## src/rtl/fired_tag_fifo.sv

```systemverilog
// Firing-order tag queue between the neuron update stage and the synaptic
// processing unit, with a per-timestep fired bitmap that drops duplicate pushes.
module fired_tag_fifo #(
    parameter int numneurons = 2,
    parameter int tagbits    = 1
) (
    input  logic               clk,
    input  logic               asyn_reset,
    input  logic               req_enq,
    input  logic [tagbits-1:0] enq_tag,
    input  logic               clear_fired,
    input  logic               req_deq,
    output logic               fifo_empty,
    output logic               fifo_full,
    output logic [tagbits-1:0] src_tag_out,
    output logic [tagbits:0]   count,
    output logic               dup_drop,
    output logic               overflow,
    output logic               underflow
);

    localparam logic [tagbits:0] depth = (tagbits + 1)'(numneurons);

    logic [tagbits-1:0]    mem_reg [numneurons];
    logic [tagbits-1:0]    wr_ptr_reg;
    logic [tagbits-1:0]    rd_ptr_reg;
    logic [tagbits:0]      count_reg;
    logic [numneurons-1:0] fired_reg;
    logic [numneurons-1:0] fired_next;
    logic                  dup_drop_reg;
    logic                  overflow_reg;
    logic                  underflow_reg;

    logic dup;
    logic deq_ok;
    logic push;

    assign fifo_empty  = (count_reg == '0);
    assign fifo_full   = (count_reg == depth);
    assign src_tag_out = fifo_empty ? '0 : mem_reg[rd_ptr_reg];
    assign count       = count_reg;
    assign dup_drop    = dup_drop_reg;
    assign overflow    = overflow_reg;
    assign underflow   = underflow_reg;

    // clear_fired makes the bitmap lookup miss, so a repeat neuron can fire
    // again on the very first cycle of a new timestep.
    assign dup    = fired_reg[enq_tag] && !clear_fired;
    assign deq_ok = req_deq && !fifo_empty;
    assign push   = req_enq && !dup && (!fifo_full || deq_ok);

    genvar gi;
    generate
        for (gi = 0; gi < numneurons; gi++) begin : g_fired
            localparam logic [tagbits-1:0] bit_tag = tagbits'(gi);
            assign fired_next[gi] = (push && enq_tag == bit_tag) ? 1'b1
                                  : (clear_fired ? 1'b0 : fired_reg[gi]);
        end
    endgenerate

    always_ff @(posedge clk) begin
        if (push) begin
            mem_reg[wr_ptr_reg] <= enq_tag;
        end
    end

    always_ff @(posedge clk) begin
        if (asyn_reset) begin
            wr_ptr_reg    <= '0;
            rd_ptr_reg    <= '0;
            count_reg     <= '0;
            fired_reg     <= '0;
            dup_drop_reg  <= 1'b0;
            overflow_reg  <= 1'b0;
            underflow_reg <= 1'b0;
        end else begin
            // Pointer width equals tagbits and depth is 2**tagbits, so the
            // natural roll-over is the wrap from numneurons-1 to 0.
            if (push) begin
                wr_ptr_reg <= wr_ptr_reg + 1'b1;
            end
            if (deq_ok) begin
                rd_ptr_reg <= rd_ptr_reg + 1'b1;
            end
            if (push && !deq_ok) begin
                count_reg <= count_reg + 1'b1;
            end else if (!push && deq_ok) begin
                count_reg <= count_reg - 1'b1;
            end
            fired_reg    <= fired_next;
            dup_drop_reg <= req_enq && dup;
            if (req_enq && !dup && fifo_full && !deq_ok) begin
                overflow_reg <= 1'b1;
            end
            if (req_deq && fifo_empty) begin
                underflow_reg <= 1'b1;
            end
        end
    end

endmodule

```

## config.mk

```make
export PLATFORM = sky130hd
export DESIGN_NAME = fired_tag_fifo
export DESIGN_NICKNAME = d
export VERILOG_FILES = /design/src/rtl/fired_tag_fifo.sv
export SDC_FILE = /design/constraint.sdc
export NUM_CORES = 1
export LEC_CHECK = 0
export CORE_MARGIN = 2
export CORE_UTILIZATION = 39
export CTS_CLUSTER_SIZE = 24
export DETAILED_ROUTE_END_ITERATION = 16
export PLACE_DENSITY_LB_ADDON = 0.1
export SLEW_MARGIN = 0
export SYNTH_ARGS = -nofsm -noshare
export SYNTH_HDL_FRONTEND = slang
export SYNTH_SLANG_ARGS = --single-unit
```

## constraint.sdc

```tcl
create_clock -name clk -period 1.8 [get_ports clk]
set_input_delay 0.18 -clock clk [delete_from_list [all_inputs] [get_ports clk]]
set_output_delay 0.18 -clock clk [all_outputs]
set_load 0.05 [all_outputs]
```

-- Word-level counts from Yosys, hierarchy flattened
Memory sizes are Yosys's and may differ from the RTL's. A register that Yosys moved wholly into a read port is not among the register bits.
Index checks and enable logic that the tools add are counted.
- register bits: 9
- RAM bits: 2
- input bits: 6
- output and inout bits: 8
- word-level logic and storage cells: 51
- memories: 1
- memory list (memory ; words ; width ; rd ports ; clocked after memory_dff ; wr ports ; line ; text):
    mem_reg ; 2 ; 1 ; 1 ; 1 ; 1 ; 24 ; logic [tagbits-1:0] mem_reg [numneurons];
- add/sub/neg operators: 4
- order comparisons: 1
- equality and inequality tests: 1
- multiplexer cells: 12
- bitwise gates (word level): 1
- reductions and logical operators: 23
- operator list (cell ; count):
    $logic_and A1 B1 Y1 ; 12
    $mux W1 ; 10
    $logic_not A1 Y1 ; 6
    $reduce_bool A2 Y1 ; 3
    $mux W2 ; 2
    $add A1 B1 Y1 const B ; 2
    $add A2 B1 Y2 const B ; 1
    $eq A2 B2 Y1 const B ; 1
    $logic_not A2 Y1 ; 1
    $lt A1 B2 Y1 const B ; 1
    $sub A2 B1 Y2 const B ; 1
    $logic_or A1 B1 Y1 ; 1
    $not A1 Y1 ; 1

-- Longest topological paths before layout
- word-level depth: 10
- depth in mapped cells: 6
- mapped depth without buffers: 6

-- Worst setup path after synthesis
No wires, ideal clock.
- kind: register to register
- start: reg count_reg[1], in the netlist count[1]
- end: reg count_reg[1], in the netlist count[1]
- setup time: 0.071 ns
- arrival: 2.145 ns
- required time: 1.729 ns
- path slack: -0.416 ns
- cell stages (with the launch flop): 6
- buffers on the path: 0
- period minus slack after synthesis: 2.216 ns
- cells stage by stage: dfxtp_1 > or3b_4 > o211a_4 > ha_1 > or3_2 > a21oi_1
- word-level cells in the longest chain between the ends: 8
- elaborated cells between the ends (all ways): 16
- classes of those cells: 2 x add/sub; 1 x eq/ne; 2 x mux; 11 x reduce/logical
- ends and longest elaborated chain (element ; line ; text):
    start: declaration ; 27 ; logic [tagbits:0] count_reg;
    start signal: assignment ; 86 ; count_reg <= count_reg + 1'b1;
    start signal: assignment ; 88 ; count_reg <= count_reg - 1'b1;
    $logic_not A2 Y1 ; 38 ; assign fifo_empty = (count_reg == '0);
    $logic_not A1 Y1 ; 49 ; assign deq_ok = req_deq && !fifo_empty;
    $logic_and A1 B1 Y1 ; 49 ;
    $logic_or A1 B1 Y1 ; 50 ; assign push = req_enq && !dup && (!fifo_full || deq_ok);
    $logic_and A1 B1 Y1 ; 50 ;
    $logic_not A1 Y1 ; 87 ; end else if (!push && deq_ok) begin
    $logic_and A1 B1 Y1 ; 87 ;
    $reduce_bool A2 Y1 (no line) ; n/a ;
Parallel ways exist; a longest one is shown, timed or not. The select of a mux whose other input is x is not followed.
A chain may end at the register's enable or synchronous reset.

-- Worst setup path in the final report
- start: reg count_reg[0], in the netlist count[0]
- end: reg count_reg[1], in the netlist count[1]
The elaborated chain is that of the path after synthesis.

==> reports/metrics.cfg <==
[logic_synthesis]
yosysWarningCount=0
yosys_register_bits=12
synth_ff_type=dfxtp_1
yosysSeqAreaShare=0.510
syn-instance-count=49
async_reset_ff_frac=0
postSynthAreaPerCell_sq_um=10.4
synth_cell_types=20
synth_area_sq_um=510
synth-edff-count=2
syn_nets=56

[pwr]
power_leakage_nw=0.328
ir_drop_uv=1050
p_total_mw=1.25
powerDensity_mw_per_mm2=1600

[placement]
dp_slack_ns=-0.166
dp_hpwl_um=828
place_congestion=0.721
port_buffers=13
dp_cells=86
postPlaceCellArea_sq_um=747

[sta]
slew_headroom=0.671
fin_ws_ns=0.0751
final_max_slew_viol_count=0
tns_ns=0
finalHoldViolCount=0
max_freq_mhz=580
rsz0062_at_grt=no
clock_skew_ns=0.00311
setup_violations=0
tightest_slew_ns=0.492
period_needed_ns=1.72
period_share=0.958

[critical_path]
slowest_delay_ns=0.41
path_buf_inv=0
crit_chain=or3b_4 > o211a_4 > ha_4 > xor2_1 > or3_4 > a21oi_1
crit_type=reg2reg
cp_top_family=simple AND/OR/NAND/NOR gates
r2r_setup_slack_ns=0.08
required_ns=2.00
crit_fanout=7
r2r_cells=6
cpMaxStageDelayCell=or3b_4
endpoint_kind=flip-flop
startpoint_type=flip-flop
r2r-start=count[0]
crit_arrival_ns=1.92
timing.rr.end=count[1]

[clock_network]
path_clk_slew_ns=0.08
ctsHoldBuffers=0
cts_tree=done
cts_resized=0
root_buffer=clkbuf_4
cts_made_buffers=3
insertion_delay_ns=0.27
clock_path_buffers=2
post_cts_buffers=0
htreeDepth=1
clock_sinks=12

[floorplanning]
die_x_um=40.2
std_cell_rows=13
die_h_um=40.2
io_pins=14
core_area_sq_mm=0.00127
start_util=0.402
dieArea_sq_mm=0.00161

[final_layout]
final_cells=90
nets=83
drive_above_1_share=0.333
fin_area_sq_um=783
antenna_cells=0
area_growth_pct=53.4

[route]
routed_wl_mm=1.05
routedWlPerCell_um=11.6
vias_per_cell=4.79
drt-initial-drc-count=4
drc=0
first_pass_iters=4
dr_total_vias=431
ant_nets=0

[global_route]
antenna_found_initial=0
grt_use_total=0.152
grt_pass1_wl_mm=1.56
grt_max_degree=8
grt_overflow=0
grt_pass1_vias=380

[hold_path]
holdPathEnd=overflow
min_path_type=reg2reg
hp-start=overflow
whs_path_depth=2

[run_status]
outcome=finished, final reports clean

[run]
drv_cap=0

cell usage after synthesis, drive strengths merged (2+ instances only):
master	number	area share
a32oi	2	0.034
dfxtp	10	0.39
o21ai	2	0.020
mux2i	2	0.039
nor2b	2	0.025
edfxtp	2	0.12
a21oi	3	0.029
xor2	3	0.051
nor2	9	0.066
inv	4	0.029
cell usage in the layout, fill, tap and decap left out:
cell type / instances
nor2b_1: 2
and2_1: 1
dfxtp_4: 2
or3_4: 1
mux2i_1: 2
and2b_2: 1
dfxtp_1: 8
a21oi_1: 3
clkbuf_4: 3
clkdlybuf4s50_1: 10
clkbuf_8: 1
o2111ai_1: 1
mux2_4: 1
edfxtp_1: 2
o211a_4: 1
or3b_4: 1
a32oi_1: 2
buf_4: 13
xor2_1: 3
nor4b_1: 1
inv_1: 4
nor2_1: 9
ha_4: 1
o21ai_0: 2
worst register-to-register path, cell delays in order (launching register included):
cell and delay (ns):
dfxtp_4 0.37, or3b_4 0.41, o211a_4 0.16, ha_4 0.15, xor2_1 0.14, or3_4 0.32
a21oi_1 0.11
per-layer routing:
layer  global-route usage  up-vias  part of all wire
met4                0.100        0                 0
met5                    0        -                 0
met3               0.0333        0             0.044
li1                     -      225                 -
met1                0.211      198              0.51
met2                0.210        8              0.45
power breakdown:
group          total, mW  leakage (nW)  internal (mW)  switching, mW
Clock              0.214        0.0210          0.123         0.0907
Combinational      0.639         0.205          0.266          0.373
Sequential         0.400         0.102          0.345         0.0554
Total               1.25         0.328          0.734          0.519
how the worst max path moves through the flow:
stage             start  endpoint  slack (ns)  cells after the start
3_3_place_gp    req_deq  count[1]       -0.12                      7
5_1_grt        count[0]  count[1]        0.02                      6
4_1_cts        count[0]  count[1]        0.07                      6
3_5_place_dp    req_deq  count[1]       -0.17                      7
2_1_floorplan  count[1]  count[1]       0.002                      6
6_report       count[0]  count[1]        0.08                      6
cells by family (layout without fill, tap and decap cells):
| family | Yosys count | in the layout | share of synthesized area |
|---|---|---|---|
| buffers and inverters | 5 | 31 | 0.0367 |
| XOR/XNOR | 3 | 3 | 0.0515 |
| adder cells (fa/ha/maj) | 1 | 1 | 0.0245 |
| multiplexers | 3 | 3 | 0.0686 |
| AND/OR/NAND/NOR | 16 | 16 | 0.174 |
| flip-flops | 12 | 12 | 0.510 |
| AO/OA/AOI/OAI | 9 | 9 | 0.135 |
final cells by class:
type | instances | area (sq um)
Clock buffer | 4 | 36.3
Fill cell | 119 | 485
Inverter | 4 | 15.0
Multi-Input combinational cell | 32 | 248
Sequential cell | 12 | 268
Tap cell | 15 | 18.8
Timing Repair Buffer | 23 | 198
metrics by stage:
step	util	hold slack, ns
final	0.617	0.456
after global routing	0.617	0.484
after CTS	0.617	0.460
after detailed placement	0.589	0.443
after global placement	0.589	0.439
after floorplan	-	0.257
No activity file was read; power rests on OpenSTA's default activity.
